**src/rtl/xor_arb_pkg.sv**
```systemverilog
// Shared types and helpers for the round-robin XOR sharing arbiter.
package xor_arb_pkg;

    typedef enum logic {
        S_IDLE  = 1'b0,
        S_VALID = 1'b1
    } state_e;

    // Requester-id width; a single-bit id is kept even for degenerate N.
    function automatic int idw(input int n);
        return (n > 1) ? $clog2(n) : 1;
    endfunction

endpackage

```
**src/rtl/xor_share_arb_if.sv**
```systemverilog
// Requester/sink bundle: N requesters in, one result port out.
interface xor_share_arb_if
    import xor_arb_pkg::*;
#(
    parameter int N = 4,
    parameter int W = 8
);
    localparam int IDW = idw(N);

    logic [N-1:0]   req;
    logic [N*W-1:0] a_flat;
    logic [N*W-1:0] b_flat;
    logic [N-1:0]   gnt;
    logic [W-1:0]   r;
    logic [IDW-1:0] r_id;
    logic           r_valid;
    logic           r_ready;

    modport master (
        output req, a_flat, b_flat, r_ready,
        input  gnt, r, r_id, r_valid
    );

    modport slave (
        input  req, a_flat, b_flat, r_ready,
        output gnt, r, r_id, r_valid
    );
endinterface

```
**src/rtl/xor_share_arb_rr_pick.sv**
```systemverilog
// Round-robin winner select: rotate so (last_id+1) sits at bit 0,
// take the lowest set bit, then rotate the index back.
module rr_pick
    import xor_arb_pkg::*;
#(
    parameter int N = 4,
    localparam int IDW = idw(N)
) (
    input  logic [N-1:0]   req_eff,
    input  logic [IDW-1:0] last_id,
    output logic           any,
    output logic [IDW-1:0] win,
    output logic [N-1:0]   win_onehot
);
    logic [IDW-1:0] start;
    logic [2*N-1:0] dbl;
    logic [N-1:0]   rot;
    logic [IDW-1:0] pos;
    logic [IDW:0]   sum;

    // N need not be a power of two, so the wrap is explicit.
    assign start = (int'(last_id) >= N - 1) ? '0 : last_id + IDW'(1);
    assign dbl   = {req_eff, req_eff} >> start;
    assign rot   = dbl[N-1:0];
    assign any   = |req_eff;

    always_comb begin
        pos = '0;
        for (int k = N - 1; k >= 0; k--) begin
            if (rot[k]) pos = IDW'(k);
        end
    end

    assign sum        = {1'b0, start} + {1'b0, pos};
    assign win        = (sum >= (IDW+1)'(N)) ? IDW'(sum - (IDW+1)'(N)) : sum[IDW-1:0];
    assign win_onehot = {{(N-1){1'b0}}, 1'b1} << win;
endmodule

```
**src/rtl/xor_share_arb.sv**
```systemverilog
// One shared registered XOR datapath, granted round-robin to N requesters,
// with the result held under a valid/ready handshake.
module xor_share_arb
    import xor_arb_pkg::*;
#(
    parameter int N = 4,
    parameter int W = 8
) (
    input  logic           clk,
    input  logic           reset_p,
    xor_share_arb_if.slave bus
);
    localparam int IDW = idw(N);

    state_e         state_q;
    logic [N-1:0]   gnt_q;
    logic [W-1:0]   r_q;
    logic [IDW-1:0] r_id_q;
    logic [IDW-1:0] last_q;

    logic [N-1:0]   req_eff;
    logic [N-1:0]   win_oh;
    logic [IDW-1:0] win;
    logic           any;
    logic           cap;
    logic [W-1:0]   r_d;

    // A requester granted this cycle cannot be picked again until next cycle.
    assign req_eff = bus.req & ~gnt_q;

    rr_pick #(.N(N)) u_pick (
        .req_eff    (req_eff),
        .last_id    (last_q),
        .any        (any),
        .win        (win),
        .win_onehot (win_oh)
    );

    assign r_d = bus.a_flat[win*W +: W] ^ bus.b_flat[win*W +: W];
    assign cap = ((state_q == S_IDLE) || bus.r_ready) && any;

    always_ff @(posedge clk) begin
        if (reset_p) begin
            state_q <= S_IDLE;
            gnt_q   <= '0;
            r_q     <= '0;
            r_id_q  <= '0;
            last_q  <= IDW'(N - 1);
        end else begin
            gnt_q <= '0;
            if (cap) begin
                r_q     <= r_d;
                r_id_q  <= win;
                last_q  <= win;
                gnt_q   <= win_oh;
                state_q <= S_VALID;
            end else if (state_q == S_VALID && bus.r_ready) begin
                state_q <= S_IDLE;
            end
        end
    end

    assign bus.gnt     = gnt_q;
    assign bus.r       = r_q;
    assign bus.r_id    = r_id_q;
    assign bus.r_valid = (state_q == S_VALID);
endmodule
```
**src/flat_wrapper.sv**
```systemverilog
// flat-port wrapper written by rule: the top's interface ports become plain ports
module xor_share_arb_flat import xor_arb_pkg::*;
#(
    parameter int N = 4,
    parameter int W = 8
)
  (clk, reset_p, bus_req, bus_a_flat, bus_b_flat, bus_r_ready, bus_gnt, bus_r, bus_r_id, bus_r_valid);
  xor_share_arb_if #(.N(N), .W(W)) bus_i ();
  input  logic clk;
  input  logic reset_p;
  input wire logic [$bits(bus_i.req)-1:0] bus_req;
  input wire logic [$bits(bus_i.a_flat)-1:0] bus_a_flat;
  input wire logic [$bits(bus_i.b_flat)-1:0] bus_b_flat;
  input wire logic [$bits(bus_i.r_ready)-1:0] bus_r_ready;
  output wire logic [$bits(bus_i.gnt)-1:0] bus_gnt;
  output wire logic [$bits(bus_i.r)-1:0] bus_r;
  output wire logic [$bits(bus_i.r_id)-1:0] bus_r_id;
  output wire logic [$bits(bus_i.r_valid)-1:0] bus_r_valid;
  assign bus_i.req = bus_req;
  assign bus_i.a_flat = bus_a_flat;
  assign bus_i.b_flat = bus_b_flat;
  assign bus_i.r_ready = bus_r_ready;
  assign bus_gnt = bus_i.gnt;
  assign bus_r = bus_i.r;
  assign bus_r_id = bus_i.r_id;
  assign bus_r_valid = bus_i.r_valid;
  xor_share_arb #(.N(N), .W(W)) u_core (.clk(clk), .reset_p(reset_p), .bus(bus_i));
endmodule
```
**config.mk**
```make
export PLATFORM = sky130hd
export DESIGN_NAME = xor_share_arb_flat
export DESIGN_NICKNAME = d
export VERILOG_FILES = /design/src/rtl/xor_arb_pkg.sv /design/src/rtl/xor_share_arb_if.sv /design/src/rtl/xor_share_arb_rr_pick.sv /design/src/rtl/xor_share_arb.sv /design/src/flat_wrapper.sv
export SDC_FILE = /design/constraint.sdc
export NUM_CORES = 1
export LEC_CHECK = 0
export CAP_MARGIN = 25
export CORE_ASPECT_RATIO = 1.75
export CORE_MARGIN = 5
export CORE_UTILIZATION = 40
export CTS_BUF_LIST = sky130_fd_sc_hd__clkbuf_16
export DETAILED_ROUTE_END_ITERATION = 12
export PLACE_DENSITY = 0.84
export REMOVE_ABC_BUFFERS = 1
export SYNTH_ARGS = -nofsm -noshare
export SYNTH_HDL_FRONTEND = slang
export SYNTH_HIERARCHICAL = 1
export SYNTH_SLANG_ARGS = --single-unit
```
**constraint.sdc**
```tcl
create_clock -name clk -period 7.9 [get_ports clk]
set_input_delay 0.79 -clock clk [delete_from_list [all_inputs] [get_ports clk]]
set_output_delay 0.79 -clock clk [all_outputs]
set_load 0.01 [all_outputs]
```
==> results.cfg <==
[critical_path]
crit_buf_inv = 1
start_kind = input pin
path_depth = 13
worstPathMaxFanout = 9
cpLargestDelayFamily = compound AO/OA/AOI/OAI gates
rr_worst_depth = 12
cp.required_ns = 8.05
slowest_delay_ns = 0.46
crit_path_cell_trace = clkdlybuf4s50_1 > nor2b_1 > a21bo_2 > a21oi_1 > a31oi_1 > a21oi_1 > ha_1 > nand2b_1 > nor4_1 > a2111oi_2 > nand3_1 > mux4_2 > a211oi_1
arrival_ns = 4.12
worst_path_most_repeated_cell = a21oi_1
slowest_stage = a2111oi_2
endpoint_kind = register
worst-setup-path-type = in -> reg

[synthesis]
synth.mux.area_fraction = 0.1293
synth-async-reset-ratio = 0
synth.cell_area_mm2 = 0.001394
syn_area_per_cell_um2 = 9.170
synth-edff-count = 0
synth-xor-area-share = 0.2011
synthCells = 152
synth_seq_cells = 17
synth_top_area_frac = 0.2442
synthAdderAreaFrac = 0.01795
ys_types = 33
synth_simple_gate_area_frac = 0.1643
ys.flop_type = dfxtp_1
yosys-top-cells-area = dfxtp_1 24%, xnor2_1 20%, mux4_2 13%, a21oi_1 5.7%, a211oi_1 4.3%
synth_common_cells = 32 x xnor2_1, 17 x dfxtp_1, 16 x a21oi_1
yosysMostFrequentCell = xnor2_1
synth_compound_area_frac = 0.2047
synth_top_family_by_area = compound AO/OA/AOI/OAI gates
yosysTopAreaCell = dfxtp_1
yosysWarnings = 6
synth_seq_area_share = 0.2442

[clock_network]
cts-buffers-inserted = 3
clock_latency_ns = 0.25
max-clock-path-buffers = 2
post_cts_resized = 0
hold_buffers = 0
clk_pin_slew_worst_paths_ns = 0.05
postCtsSetupRepairBufs = 0
cts_tree = done
cts_sinks = 17
h-tree-depth = 1
root_buffer = clkbuf_16

[pwr]
p_leak_nw = 0.8203
totalPowerFinal_mw = 0.7031
ir_drop_v = 0.0001535
powerDensity_mw_per_mm2 = 299.2

[sta]
slew-limit-headroom = 0.6142
fmax_ghz = 0.2520
worst_pin_slew_ns = 0.5769
period_needed_ns = 3.968
rsz0062_at_grt = false
setup_violations = 0
fin_setup_tns_ns = 0
hold_viol_final = 0
slew_violations = 0
period_share = 0.5023
skew_ns = 0.001199

[hold_path]
min_path_type = reg -> reg
min_path_cells = 2

[grt]
grt_max_degree = 18
grt_remaining_overflow = 0
antenna_found_initial = 0
grt_pass1_wl_um = 6534
grt_pass1_vias = 1617
grtUsageTotal = 0.1877

[drt]
num_vias = 1516
ant_nets = 0
drc = 0
wirelength_um = 4152
drt_iter0_drc = 28
drtPass1Iterations = 4
wire_per_inst_um = 14.83
vias_per_cell = 5.414

[finish]
fin_nets = 309
drive_above_1_share = 0.06809
multi_input_area_um2 = 999.7
syn_to_final_growth_pct = 68.58
seq_area_um2 = 340.3
antenna_cells = 0
fillers = 285

[floorplan]
io_pins = 86
core_mm2 = 0.003363
die_x_um = 54.62
die_area_mm2 = 0.004811
rows = 28
initial_core_util = 0.4144
die_y_um = 88.09

[place]
io_buffer_count = 85
gp_congestion = 0.9680
dp_hpwl_um = 3590

[job]
max_cap_violations = 0

[status]
status = completed
[sequential cells by signal (all words and copies together) (netlist names)]
register and count:
u_core/bus.r_valid 1, u_core/bus.r 8, u_core/last_q 2, u_core/bus.r_id 2, u_core/bus.gnt 4
[per-stage QoR]
step	util	hold WS (ns)	instance area [µm²]	setup WS [ns]	cells
after global placement	0.6749	0.4665	2270	3.824	276
final	0.6987	0.4774	2350	3.932	280
after floorplan	-	0.4721	1363	4.588	146
after CTS	0.6987	0.4793	2350	3.937	280
after global routing	0.6987	0.5159	2350	3.569	280
after detailed placement	0.6749	0.4722	2270	3.677	276
[cell usage in the layout (no fill, tap or decap), drive strengths merged]
| cell type | count |
|---|---|
| xnor2 | 32 |
| a31oi | 5 |
| nor2 | 2 |
| clkbuf | 3 |
| nand2b | 3 |
| a21bo | 1 |
| a2111oi | 2 |
| o21a | 2 |
| nand3b | 2 |
| a21oi | 16 |
| and3 | 1 |
| nor4 | 2 |
| a221o | 1 |
| nor3 | 2 |
| nor2b | 7 |
| clkdlybuf4s50 | 85 |
| o21ai | 7 |
| inv | 6 |
| dfxtp | 17 |
| and4 | 1 |
| mux4 | 8 |
| nand2 | 3 |
| nor3b | 5 |
| or3b | 1 |
| a211oi | 8 |
| or4 | 1 |
| or3 | 1 |
| nand3 | 6 |
| clkinv | 1 |
| ha | 2 |
| a311oi | 2 |
[logic make-up after synthesis]
group                      after synthesis
xor gates and xnor gates                32
AOI/OAI and AO/OA                       44
and+or+nand+nor                         37
adders and majority gates                2
DFF                                     17
muxes                                    8
buffers and inverters                   12
[path summary, 6_finish.rpt]
kind	start	end	slack, ns
worst max-delay path	bus_req[2]	u_core/bus.r[7]$_SDFFE_PP0P_	3.93
worst min-delay path	u_core/bus.r_id[0]$_SDFFE_PP0P_	u_core/bus.r_id[0]$_SDFFE_PP0P_	0.48
worst max register to register	u_core/last_q[0]$_SDFFE_PP1P_	u_core/bus.r[7]$_SDFFE_PP0P_	4.46
worst min register to register	u_core/bus.r_id[0]$_SDFFE_PP0P_	u_core/bus.r_id[0]$_SDFFE_PP0P_	0.48
[routing by layer]
layer	share of wire	wire length [µm]	vias up	GRT usage
met5	0	0	-	0
met4	0.025	104	0	0.1066
met3	0.11	464	12	0.08177
met2	0.55	2274	93	0.3341
met1	0.32	1309	679	0.1644
li1	-	-	732	-
[final cells by class]
cell class / instances / area share
multi-input combinational: 123 / 0.4255
timing repair buffer: 85 / 0.3621
sequential: 17 / 0.1448
clock buffer: 3 / 0.03195
tap: 45 / 0.02396
inverter: 6 / 0.009585
clock inverter: 1 / 0.002130
[worst register-to-register path: stages, from the launching register on]
cell	delay, ns
dfxtp_1	0.44
ha_1	0.36
a21bo_2	0.24
a21oi_1	0.12
a31oi_1	0.06
a21oi_1	0.17
ha_1	0.22
nand2b_1	0.14
nor4_1	0.06
a2111oi_2	0.46
nand3_1	0.43
mux4_2	0.41
a211oi_1	0.24
[power by group]
part	leakage, nW	internal, mW	switching [mW]	total [mW]
clock network	0.0409	0.0677	0.0332	0.101
logic	0.638	0.245	0.210	0.456
registers	0.141	0.124	0.0229	0.146
total	0.820	0.437	0.266	0.703
(Power assumes the default switching activity.)
